===== src/rtl/ascon_round_scheduler.sv =====
// Ascon round scheduler: walks the one-round serial permutation datapath through
// a full p^12 / p^8 / p^6 permutation. One start pulse goes out per round, and the
// serial round-constant bit is streamed during the 64-cycle constant pass. The
// scheduler then waits for the datapath's round-complete pulse.
module ascon_round_scheduler #(
  parameter int WORD_BITS  = 64,
  parameter int MAX_ROUNDS = 12,
  localparam int BIT_W     = $clog2(WORD_BITS)
) (
  input  logic             clk,
  input  logic             rst,
  input  logic             start,
  input  logic [1:0]       rounds_sel,
  input  logic             abort,
  input  logic             round_done,
  output logic             start_permutation,
  output logic             constant,
  output logic             busy,
  output logic             done,
  output logic [3:0]       round_idx,
  output logic [BIT_W-1:0] bit_idx,
  output logic             err
);

  typedef enum logic [2:0] {
    S_IDLE,
    S_ISSUE,
    S_CONST,
    S_WAIT,
    S_DONE
  } state_t;

  localparam logic [BIT_W-1:0] BIT_LAST   = BIT_W'(WORD_BITS - 1);
  // The 8-bit round constant occupies the last byte of the serial pass.
  localparam logic [BIT_W-1:0] BIT_CONST0 = BIT_W'(WORD_BITS - 8);
  localparam logic [3:0]       ROUND_LAST = 4'(MAX_ROUNDS - 1);

  state_t           state_q, state_d;
  logic [3:0]       round_idx_q, round_idx_d;
  logic [BIT_W-1:0] bit_idx_q, bit_idx_d;
  logic             err_q, err_d;
  logic [3:0]       first_round;
  logic [7:0]       rc;

  assign round_idx = round_idx_q;
  assign bit_idx   = bit_idx_q;
  assign err       = err_q;

  // Round constant c(r) = {F - r, r}.
  // The datapath expects it MSB first, so bit k of the pass selects rc[7 - k%8].
  assign rc = {4'hF - round_idx_q, round_idx_q};

  // Map the round-count selection to the first absolute round in the constant table.
  always_comb begin
    first_round = 4'd0;
    case (rounds_sel)
      2'b01:   first_round = 4'd4;
      2'b10:   first_round = 4'd6;
      default: first_round = 4'd0;
    endcase
  end

  // Next-state, counter updates and decoded outputs; abort overrides normal sequencing.
  always_comb begin
    state_d           = state_q;
    round_idx_d       = round_idx_q;
    bit_idx_d         = bit_idx_q;
    err_d             = err_q;
    start_permutation = 1'b0;
    constant          = 1'b0;
    busy              = 1'b1;
    done              = 1'b0;

    case (state_q)
      S_IDLE: begin
        busy = 1'b0;
        if (start && !abort) begin
          state_d     = S_ISSUE;
          round_idx_d = first_round;
          err_d       = 1'b0;
        end
      end
      S_ISSUE: begin
        start_permutation = 1'b1;
        bit_idx_d         = '0;
        state_d           = S_CONST;
      end
      S_CONST: begin
        if (bit_idx_q >= BIT_CONST0) begin
          constant = rc[~bit_idx_q[2:0]];
        end
        if (bit_idx_q == BIT_LAST) begin
          state_d = S_WAIT;
        end else begin
          bit_idx_d = bit_idx_q + BIT_W'(1);
        end
      end
      S_WAIT: begin
        if (round_done) begin
          if (round_idx_q == ROUND_LAST) begin
            state_d = S_DONE;
          end else begin
            round_idx_d = round_idx_q + 4'd1;
            state_d     = S_ISSUE;
          end
        end
      end
      S_DONE: begin
        done    = 1'b1;
        state_d = S_IDLE;
      end
      default: begin
        state_d = S_IDLE;
      end
    endcase

    // A completion pulse is only legal while waiting on the datapath.
    if (round_done && (state_q != S_WAIT)) begin
      err_d = 1'b1;
    end

    if (abort && (state_q != S_IDLE)) begin
      state_d     = S_IDLE;
      round_idx_d = '0;
      bit_idx_d   = '0;
    end
  end

  // State and counter registers with synchronous active-low reset.
  always_ff @(posedge clk) begin
    if (!rst) begin
      state_q     <= S_IDLE;
      round_idx_q <= '0;
      bit_idx_q   <= '0;
      err_q       <= 1'b0;
    end else begin
      state_q     <= state_d;
      round_idx_q <= round_idx_d;
      bit_idx_q   <= bit_idx_d;
      err_q       <= err_d;
    end
  end

endmodule

===== config.mk =====
export PLATFORM = sky130hd
export DESIGN_NAME = ascon_round_scheduler
export DESIGN_NICKNAME = d
export VERILOG_FILES = /design/src/rtl/ascon_round_scheduler.sv
export SDC_FILE = /design/constraint.sdc
export NUM_CORES = 1
export LEC_CHECK = 0
export ABC_AREA = 1
export CAP_MARGIN = 20
export CORE_ASPECT_RATIO = 0.75
export CORE_UTILIZATION = 49
export CTS_BUF_LIST = sky130_fd_sc_hd__clkbuf_16
export CTS_CLUSTER_SIZE = 28
export DETAILED_ROUTE_END_ITERATION = 12
export PLACE_DENSITY = 0.84
export SYNTH_ARGS = -nofsm -noshare
export SYNTH_HDL_FRONTEND = slang
export SYNTH_SLANG_ARGS = --single-unit

===== constraint.sdc =====
create_clock -name clk -period 1.5 [get_ports clk]
set_input_delay 0.375 -clock clk [delete_from_list [all_inputs] [get_ports clk]]
set_output_delay 0.375 -clock clk [all_outputs]
set_load 0.01 [all_outputs]

# Word level (Yosys, flattened, before mapping)
# Cells that the tools add are included.
[word_totals]
register_bits = 14
in_bits = 7
elab_cells = 62
output_inout_bits = 15
[op_classes]
muxes = 22
n_eq_ne = 14
addsub = 3
order_cmp = 2
n_bitwise = 2
n_reduce_logical = 15
[ops]
columns = ["operator", "count"]
rows = [
  ["3-bit 2-to-1 mux", 4],
  ["4-bit 2-to-1 mux", 3],
  ["3-bit one-hot mux with 4 select lines", 1],
  ["6-bit one-hot mux with 2 select lines", 1],
  ["2-bit != test (second input constant)", 5],
  ["1-bit 2-to-1 mux", 9],
  ["4-bit one-hot mux with 2 select lines", 1],
  ["2-bit nonzero test", 4],
  ["6-bit by 1-bit adder with 6-bit output (second input constant)", 1],
  ["3-bit by 2-bit == test with 1-bit output (second input constant)", 2],
  ["6-bit == test (second input constant)", 1],
  ["6-bit greater-or-equal comparator (second input constant)", 1],
  ["6-bit 2-to-1 mux", 1],
  ["3-bit one-hot mux with 2 select lines", 1],
  ["4-bit by 1-bit adder with 4-bit output (second input constant)", 1],
  ["4-bit == test (second input constant)", 1],
  ["3-bit by 4-bit less-than comparator with 1-bit output (second input constant)", 1],
  ["2-bit AND reduction", 2],
  ["4-bit AND reduction", 1],
  ["4-bit subtractor (first input constant)", 1],
  ["1-bit binary-select mux with 3-bit select", 1],
  ["3-bit by 1-bit == test with 1-bit output (second input constant)", 1],
  ["3-bit == test (second input constant)", 1],
  ["1-bit logical AND", 3],
  ["other kinds (10)", 10],
]

# Longest topological paths before layout
# Gate-level depths: netlist of run 1.
[logic_depth]
depth_word = 5
ltp_mapped = 8
ltp_nobuf = 8

# Worst setup path before layout of run 1
# No wires, ideal clock.
[synth_timing]
kind = "reg2reg"
start = "reg bit_idx_q[0], in the netlist bit_idx[0]"
end = "reg bit_idx_q[2], in the netlist bit_idx[2]"
path_buffers = 0
setup_ns = 0.114
required_time_ns = 1.386
t_arrival_ns = 1.347
period_less_slack_ns = 1.461
path_slack_ns = 0.039
stages_incl_launch_ff = 7
path_cell_list = "dfxtp_1 > ha_1 > nand3_1 > o21ai_4 > nand2_4 > a21oi_1 > nor2_1"
[synth_via]
elab_chain_cells = 3
elab_cells_between_ends = 6
cone_classes = "1 x add/sub; 2 x eq/ne; 2 x mux; 1 x reduce/logical"
[synth_lines]
columns = ["item", "line", "text"]
rows = [
  ["start: declaration", "40", "logic [BIT_W-1:0] bit_idx_q, bit_idx_d;"],
  ["start signal: assignment", "139", "bit_idx_q <= bit_idx_d;"],
  ["6-bit by 1-bit adder with 6-bit output / 6-bit == test (equally long branches)", "95, 92", ""],
  ["6-bit 2-to-1 mux / 2-bit != test (equally long branches)", "n/a", ""],
  ["6-bit one-hot mux with 2 select lines / 2-bit AND reduction (equally long branches)", "n/a", ""],
]
# Several ways; a longest one is shown, not always the timed one. The select of a mux whose other input is x is not followed.
# A chain may end at the register's enable or synchronous reset.

# Worst setup path after layout of run 1
[layout_timing]
start = "reg state_q[0]"
end = "out constant"
[layout_via]
elab_chain_cells = 2
[layout_lines]
columns = ["item", "line", "text"]
rows = [
  ["start: declaration", "38", "state_t state_q, state_d;"],
  ["start signal: assignment", "137", "state_q <= state_d;"],
  ["3-bit by 2-bit == test with 1-bit output", "74", "case (state_q)"],
  ["1-bit 2-to-1 mux", "74", ""],
  ["end: declaration", "17", "output logic constant,"],
]
# No other way between the ends.

==> flow_metrics.env, run 1 <==
export IMPL_syn_cell_area_um2=976
export IMPL_ir_worst_vdd_uv=1730
export IMPL_max_freq_mhz=545
export IMPL_first_pass_iters=5
export IMPL_timing_hold_violations_final=0
export IMPL_fp_dieW_um=53.5
export IMPL_core_area_um2=1810
export IMPL_r2r_slack_ns=-0.07
export IMPL_ant_nets=0
export IMPL_crit_fanout=2
export IMPL_rr_worst_depth=8
export IMPL_viasPerCell=6.08
export IMPL_power_frac_clock_pct=16.0
export IMPL_vias=1374
export IMPL_total_power_mw=3.20
export IMPL_path_cells="inv_2, nand3_1, nor3_1, nand2_2, nor2_2, buf_2"
export IMPL_crit_end="constant"
export IMPL_cp_data_required_time_ns=1.12
export IMPL_finalSetupTns_ns=-0.655
export IMPL_path_delay_family="simple AND/OR/NAND/NOR gates"
export IMPL_sw_frac_of_total_pct=46.2
export IMPL_avgSynthCellArea_um2=6.68
export IMPL_p_leak_nw=0.795
export IMPL_cpMaxStageDelayCell="dfxtp_1"
export IMPL_power_density_nw_per_um2=1960
export IMPL_track_usage_pct=38.7
export IMPL_area_growth_pct=67.8
export IMPL_fin_area_um2=1640
export IMPL_hold_depth=2
export IMPL_drtIter0Drc=106
export IMPL_synth_distinct_cells=24
export IMPL_cts_root_buf="clkbuf_16"
export IMPL_yosysWarningCount=0
export IMPL_cp_depth=6
export IMPL_timing_final_ws_setup_ns=-0.336
export IMPL_seqPwrFrac_pct=17.7
export IMPL_wirelength_um=4470
export IMPL_hold_class="flop to flop"
export IMPL_crit_buf_inv=2
export IMPL_timing_rr_start="bit_idx[0]"
export IMPL_port_buffers=21
export IMPL_failed_checks="negative setup slack"
export IMPL_finalWeightedCongestion=0.835
export IMPL_io_pins=22
export IMPL_seq_area_frac_synth_pct=28.7
export IMPL_post_route_util_pct=90.7
export IMPL_setup_worst_path_class="flop to output pin"
export IMPL_clk_pin_slew_ns=0.04
export IMPL_start_util_pct=54.1
export IMPL_dp_cells=217
export IMPL_place_area_um2=1420
export IMPL_placementRows=13
export IMPL_tightest_slew_ns=0.310
export IMPL_startpoint="state_q[0]"
export IMPL_internal_power_mw=1.72
export IMPL_timing_final_crit_share_pct=122
export IMPL_clkLatencyLatePin_ns=0.25
export IMPL_die_y_um=40.7
export IMPL_max_stage_delay_ns=0.33
export IMPL_slew_headroom_pct=79.2
export IMPL_final_common_cell="nand2_1"
export IMPL_overflow=0
export IMPL_p_sw_mw=1.48
export IMPL_end_kind="output pin"
export IMPL_post_place_ws_ns=-0.271
export IMPL_n_antenna_cell=0
export IMPL_cts_max_level=1
export IMPL_grt_start_max_net_pins=11
export IMPL_cts_tree="yes"
export IMPL_outcome="complete, but fails checks"
export IMPL_finClkSkew_ns=0.00172
export IMPL_die_area_um2=2180
export IMPL_avgRoutedWirePerCell_um=19.8
export IMPL_rsz0062_at_grt="true"
export IMPL_final_cells=226
export IMPL_clock_sinks=14
export IMPL_synth_seq_cells=14
export IMPL_cts_buffer_depth=2
export IMPL_cts_hold_buf=0
export IMPL_fin_nets=217
export IMPL_cts_buffers=3
export IMPL_slew_viol_final=0
export IMPL_post_route_min_period_ns=1.84
export IMPL_grt_pass1_vias=1107
export IMPL_syn_num_nets=157
export IMPL_critPathLaunchType="flop"
export IMPL_combPwrFrac_pct=66.3
export IMPL_setup_viol=10
export IMPL_critical_path_arrival_ns=1.46
export IMPL_fillerInstances=84
export IMPL_hold_ws_ns=0.544
export IMPL_drv_cap=0
export IMPL_grt_pass1_wl_um=5440
export IMPL_synth_cells=146
export IMPL_layout_drive_gt1_share_pct=40.7
export IMPL_final_cell_mix="nand2_1, buf_4, nor2_1, inv_1, nand3_1"
export IMPL_drc=0
export IMPL_dp_hpwl_um=2160
export IMPL_antenna_found_initial=0
export IMPL_reg2reg_to="bit_idx[5]"
worst register-to-register path, stage by stage, from the launching register on:
cell and delay, ns:
dfxtp_2 0.36, buf_4 0.17, ha_4 0.17, nand3_4 0.10
o21ai_4 0.28, nand2_4 0.14, nand2_1 0.11, nand2_1 0.08
nor2_1 0.10
layout make-up:
class	instances	area, µm²	area share (%)
multi-input cells	112	707	43.2
well taps	22	27.5	1.68
flip-flops and latches	14	287	17.5
repair buffers	55	467	28.5
inverters	20	75.1	4.58
clock buffers	3	75.1	4.58
cells in the mapped netlist (all sizes together):
cell,n,area [µm²]
a22oi,2,15.0
or2,1,6.26
o211ai,1,7.51
dfxtp,14,280
nand2,38,175
a21oi,7,50.1
nand3,15,75.1
nor2,27,131
nand4,3,18.8
ha,4,50.1
nand3b,2,15.0
o21ai,9,56.3
nor3,3,20.0
inv,20,75.1
kinds of logic after synthesis:
kind of cell / after synthesis / share of synthesized area [%]
compound gates: 19 / 13.2
simple gates: 89 / 45.3
fa+ha+maj: 4 / 5.13
buf+inv: 20 / 7.69
flops: 14 / 28.7
sequential cells by signal (all words and copies together), names as in the netlist:
| register | cells |
|---|---|
| round_idx | 4 |
| err | 1 |
| bit_idx | 6 |
| state_q | 3 |
timing repair:
item,in CTS,in global routing
setup buffers,2,4
resized for setup,37,24
pin swaps,1,6
setup endpoints to repair,24,16
power by group through the flow:
stage                     sequential, mW  clock (mW)  combinational (mW)
after floorplan                    0.644           0               0.837
after global placement             0.529           0                1.64
after detailed placement           0.539           0                1.70
after CTS                          0.551       0.490                1.73
after global routing               0.573       0.534                2.26
final                              0.568       0.512                2.12
worst min-delay path by stage:
stage | start | end | slack [ns]
2_1_floorplan | err | err | 0.49
3_3_place_gp | err | err | 0.46
3_5_place_dp | err | err | 0.51
4_1_cts | err | err | 0.51
5_1_grt | err | err | 0.57
6_report | err | err | 0.54
layer usage:
layer	vias up	global-route usage [%]	share of wire (%)
met5	-	0	0
met4	0	29.6	7.3
met3	38	6.30	9.6
met2	131	66.6	48
met1	613	44.6	35
li1	592	-	-
Power figures use the tool's default switching activity.
==> run 2, diff against run 1 <==
- GPL_TIMING_DRIVEN: unset -> 0
==> flow_metrics.env, run 2 (synthesis results as in run 1) <==
export IMPL_core_area_um2=1810
export IMPL_combPwrFrac_pct=56.0
export IMPL_internal_power_mw=1.50
export IMPL_dp_hpwl_um=1790
export IMPL_cts_hold_buf=0
export IMPL_largest_reg_flops=6
export IMPL_ir_worst_vdd_uv=1240
export IMPL_failed_checks="negative setup slack"
export IMPL_critical_path_arrival_ns=1.22
export IMPL_critPathLaunchType="flop"
export IMPL_timing_final_ws_setup_ns=-0.0950
export IMPL_grt_pass1_wl_um=4230
export IMPL_power_frac_clock_pct=18.0
export IMPL_avgRoutedWirePerCell_um=15.3
export IMPL_cts_max_level=1
export IMPL_power_density_nw_per_um2=1930
export IMPL_timing_hold_violations_final=0
export IMPL_cp_data_required_time_ns=1.12
export IMPL_finalWeightedCongestion=0.786
export IMPL_wirelength_um=3080
export IMPL_cts_buffers=3
export IMPL_final_common_cell="nand2_1"
export IMPL_fillerInstances=127
export IMPL_slew_headroom_pct=78.4
export IMPL_placementRows=13
export IMPL_cpMaxStageDelayCell="dfxtp_2"
export IMPL_die_area_um2=2180
export IMPL_path_delay_family="simple AND/OR/NAND/NOR gates"
export IMPL_cts_tree="yes"
export IMPL_cts_root_buf="clkbuf_16"
export IMPL_p_sw_mw=1.24
export IMPL_crit_fanout=6
export IMPL_n_antenna_cell=0
export IMPL_post_route_min_period_ns=1.59
export IMPL_setup_worst_path_class="flop to output pin"
export IMPL_finClkSkew_ns=0.00132
export IMPL_finalSetupTns_ns=-0.116
export IMPL_tightest_slew_ns=0.323
export IMPL_first_pass_iters=4
export IMPL_vias=1122
export IMPL_grt_pass1_vias=920
export IMPL_port_buffers=21
export IMPL_path_cells="nand2_1, nor3_2, nand2_1, nor2_1, buf_2"
export IMPL_drc=0
export IMPL_io_pins=22
export IMPL_hold_class="flop to flop"
export IMPL_sw_frac_of_total_pct=45.2
export IMPL_drtIter0Drc=55
export IMPL_antenna_found_initial=0
export IMPL_cts_buffer_depth=2
export IMPL_area_growth_pct=45.6
export IMPL_max_stage_delay_ns=0.37
export IMPL_fin_nets=192
export IMPL_start_util_pct=54.1
export IMPL_rsz0062_at_grt="true"
export IMPL_drv_cap=0
export IMPL_cp_common_cell="nand2_1"
export IMPL_track_usage_pct=29.0
export IMPL_grt_start_max_net_pins=11
export IMPL_seqPwrFrac_pct=26.1
export IMPL_fp_dieW_um=53.5
export IMPL_slew_viol_final=0
export IMPL_setup_viol=2
export IMPL_layout_drive_gt1_share_pct=31.3
export IMPL_max_freq_mhz=627
export IMPL_p_leak_nw=0.658
export IMPL_end_kind="output pin"
export IMPL_overflow=0
export IMPL_clkLatencyLatePin_ns=0.24
export IMPL_clk_pin_slew_ns=0.04
export IMPL_outcome="complete, but fails checks"
export IMPL_viasPerCell=5.58
export IMPL_post_route_util_pct=78.7
export IMPL_crit_buf_inv=1
export IMPL_final_cell_mix="nand2_1, nor2_1, inv_1, nand3_1, dlygate4sd2_1"
export IMPL_timing_final_crit_share_pct=106
export IMPL_hold_ws_ns=0.480
export IMPL_ant_nets=0
export IMPL_clock_sinks=14
export IMPL_die_y_um=40.7
[run 2: final cells by class]
cell class	count	area, µm²	share of cell area [%]
sequential	14	313	22.0
clock buffer	3	75.1	5.28
tap	22	27.5	1.94
timing repair buffer	30	262	18.4
inverter	20	77.6	5.46
multi-input combinational	112	667	46.9
[run 2: per-stage QoR]
step,area [µm²],total power [mW],cells,setup WS [ns]
floorplan,976,1.48,146,0.0394
global placement,1210,1.85,189,-0.385
detailed placement,1210,1.90,189,-0.397
CTS,1350,2.50,196,-0.271
global route,1420,2.90,201,-0.199
finish,1420,2.74,201,-0.0950
[run 2: timing repair]
action                     in CTS  in global routing
gates resized for setup        40                 21
setup endpoints to repair      22                 17
pin swaps                       2                  6
buffers inserted                4                  5
[run 2: power by group through the flow]
stage          clock network, mW  registers, mW  logic, mW
3_5_place_dp                   0          0.651       1.25
6_report                   0.493          0.715       1.54
5_1_grt                    0.516          0.730       1.66
4_1_cts                    0.499          0.693       1.30
2_1_floorplan                  0          0.644      0.837
3_3_place_gp                   0          0.632       1.22
[run 2: worst min-delay path, stage by stage, from the launching register on]
cell,delay (ns)
dfxtp_1,0.30
o21ai_0,0.07
a21oi_1,0.06
[run 2: layer usage]
metal / share of wire, % / routed length, µm / vias up / global-route usage, %
met4: 4.2 / 128 / 0 / 11.8
met3: 7.4 / 227 / 19 / 7.04
met2: 51 / 1570 / 57 / 52.5
li1: - / - / 542 / -
met5: 0 / 0 / - / 0
met1: 38 / 1160 / 504 / 33.6
[run 2: final timing paths]
path / slack [ns] / cells after the start / to / start
setup / recovery: -0.09 / 5 / constant / bit_idx[4]
hold reg to reg: 0.48 / 2 / err / err
hold / removal: 0.48 / 2 / err / err
setup reg to reg: -0.02 / 7 / state_q[1] / bit_idx[1]
==> run 3, diff against run 2 <==
- ABC_AREA: 1 -> unset
- CORE_UTILIZATION: 49 -> 47
- PLACE_DENSITY: 0.84 -> 0.83
- REMOVE_ABC_BUFFERS: unset -> 1
==> flow_metrics.env, run 3 <==
export IMPL_route_met3_wl_um=169
export IMPL_ir_worst_vdd_uv=835
export IMPL_fp_dieW_um=51.8
export IMPL_viasPerCell=6.09
export IMPL_place_area_um2=1080
export IMPL_clkLatencyLatePin_ns=0.25
export IMPL_finalSetupTns_ns=-1.42
export IMPL_avgRoutedWirePerCell_um=16.6
export IMPL_n_antenna_cell=0
export IMPL_p_leak_nw=0.603
export IMPL_cts_root_buf="clkbuf_16"
export IMPL_post_route_min_period_ns=1.97
export IMPL_overflow=0
export IMPL_critical_path_arrival_ns=1.60
export IMPL_first_pass_iters=4
export IMPL_ys_flop_type="dfxtp_1"
export IMPL_core_area_um2=1740
export IMPL_start_util_pct=50.2
export IMPL_critPathLaunchType="flop"
export IMPL_post_place_ws_ns=-0.731
export IMPL_drv_cap=0
export IMPL_hold_class="flop to flop"
export IMPL_dr_wl_met2_um=1280
export IMPL_die_y_um=39.3
export IMPL_async_flop_share_pct=0
export IMPL_hold_ws_ns=0.475
export IMPL_synth_seq_cells=14
export IMPL_end_kind="output pin"
export IMPL_setup_worst_path_class="flop to output pin"
export IMPL_power_density_nw_per_um2=849
export IMPL_avgSynthCellArea_um2=8.56
export IMPL_slew_headroom_pct=75.9
export IMPL_die_area_um2=2040
export IMPL_yosysWarningCount=0
export IMPL_tightest_slew_ns=0.357
export IMPL_hold_depth=2
export IMPL_fin_nets=151
export IMPL_setup_viol=13
export IMPL_final_cells=160
export IMPL_fillerInstances=141
export IMPL_max_freq_mhz=506
export IMPL_multi_input_area_um2=578
export IMPL_grt_pass1_vias=783
export IMPL_cts_buffer_depth=2
export IMPL_synth_area_leader_cell="dfxtp_1"
export IMPL_clk_pin_slew_ns=0.05
export IMPL_drc=0
export IMPL_synth_edf_count=0
export IMPL_io_pins=22
export IMPL_finalWeightedCongestion=0.837
export IMPL_rsz0062_at_grt="true"
export IMPL_seq_area_frac_synth_pct=32.1
export IMPL_crit_fanout=6
export IMPL_timing_final_ws_setup_ns=-0.475
export IMPL_synthTopCellsByArea="dfxtp_1, ha_1, a21oi_1, nand2_1, inv_1"
export IMPL_timing_hold_violations_final=0
export IMPL_final_common_cell="buf_4"
export IMPL_syn_cell_area_um2=873
export IMPL_top_layer="met4"
export IMPL_area_growth_pct=53.3
export IMPL_synthTopCellsByCount="dfxtp_1, nand2_1, inv_1"
export IMPL_drtIter0Drc=72
export IMPL_failed_checks="negative setup slack"
export IMPL_port_buffers=21
export IMPL_clock_sinks=14
export IMPL_synth_top_area_share_pct=32.1
export IMPL_rr_worst_depth=7
export IMPL_timing_final_crit_share_pct=132
export IMPL_slew_viol_final=0
export IMPL_wirelength_um=2660
export IMPL_layout_drive_gt1_share_pct=34.1
export IMPL_outcome="complete, but fails checks"
export IMPL_largest_reg_flops=6
export IMPL_final_cell_mix="buf_4, dlygate4sd2_1, nand2_1"
export IMPL_synth_most_common_cell="dfxtp_1"
export IMPL_seq_area_um2=299
export IMPL_dp_cells=141
export IMPL_antenna_found_initial=0
export IMPL_dp_hpwl_um=1430
export IMPL_track_usage_pct=25.6
export IMPL_finClkSkew_ns=0.00428
export IMPL_ant_nets=0
export IMPL_wl_met1_um=1190
export IMPL_cts_buffers=3
export IMPL_placementRows=13
export IMPL_synth_cells=102
export IMPL_grt_start_max_net_pins=12
export IMPL_cts_tree="yes"
export IMPL_fin_area_um2=1340
export IMPL_vias=975
export IMPL_cts_max_level=1
export IMPL_grt_pass1_wl_um=3590
export IMPL_cp_data_required_time_ns=1.12
export IMPL_synth_distinct_cells=42
## run 3: changes by cell type after synthesis, sizes merged, moves of 3 or more
cell	before	now
inv	20	8
nor2	27	6
a21boi	0	3
o21ai	9	6
buf	0	3
nand3	15	3
nand2	38	9
## run 3: cells by family after synthesis
logic type                 after synthesis  share of synthesized area [%]
AOI/OAI and AO/OA                       30                           23.6
and+or+nand+nor                         37                           24.2
buffers and inverters                   12                           7.02
xor gates and xnor gates                 1                           1.00
adders and majority gates                4                           5.73
muxes                                    4                           6.30
DFF                                     14                           32.1
## run 3: what timing repair did
| action | in CTS | in global routing |
|---|---|---|
| cloned | 0 | 0 |
| hold buffers | 0 | 0 |
| endpoints found under the setup margin | 26 | 16 |
| pin swaps | 2 | 8 |
| resized for setup | 46 | 11 |
| buffers inserted | 4 | 12 |
## run 3: layout make-up
type	count	share of cell area (%)
clock buffer	3	5.61
multi-input combinational	76	43.2
tap	22	2.06
inverter	8	2.24
sequential	14	22.3
timing repair buffer	37	24.6
## run 3: path summary, 6_finish.rpt
kind                            slack (ns)          from    endpoint
worst min register to register        0.47           err         err
worst max-delay path                 -0.47  round_idx[0]    constant
worst min-delay path                  0.47           err         err
worst max register to register       -0.18    state_q[0]  bit_idx[3]
## run 3: per-layer routing
metal / global-route usage, % / vias up
met3: 8.53 / 4
met4: 10.8 / 0
li1: - / 454
met5: 0 / -
met2: 38.3 / 41
met1: 33.6 / 476
## run 3: critical path, cell delays in order (launching register included)
cell     delay, ns
dfxtp_1       0.36
mux4_2        0.51
xor2_1        0.15
nor3_1        0.17
buf_2         0.16
## run 3: where the power goes
part | internal [mW] | total [mW] | switching (mW)
clock network | 0.350 | 0.513 | 0.163
registers | 0.383 | 0.399 | 0.0157
logic | 0.117 | 0.225 | 0.108
total | 0.850 | 1.14 | 0.287
## run 3: per-stage QoR
stage / total power [mW] / utilization (%)
after floorplan: 0.488 / -
after global placement: 0.551 / 62.0
after detailed placement: 0.556 / 62.0
after CTS: 1.08 / 70.2
after global routing: 1.17 / 76.9
final: 1.14 / 76.9
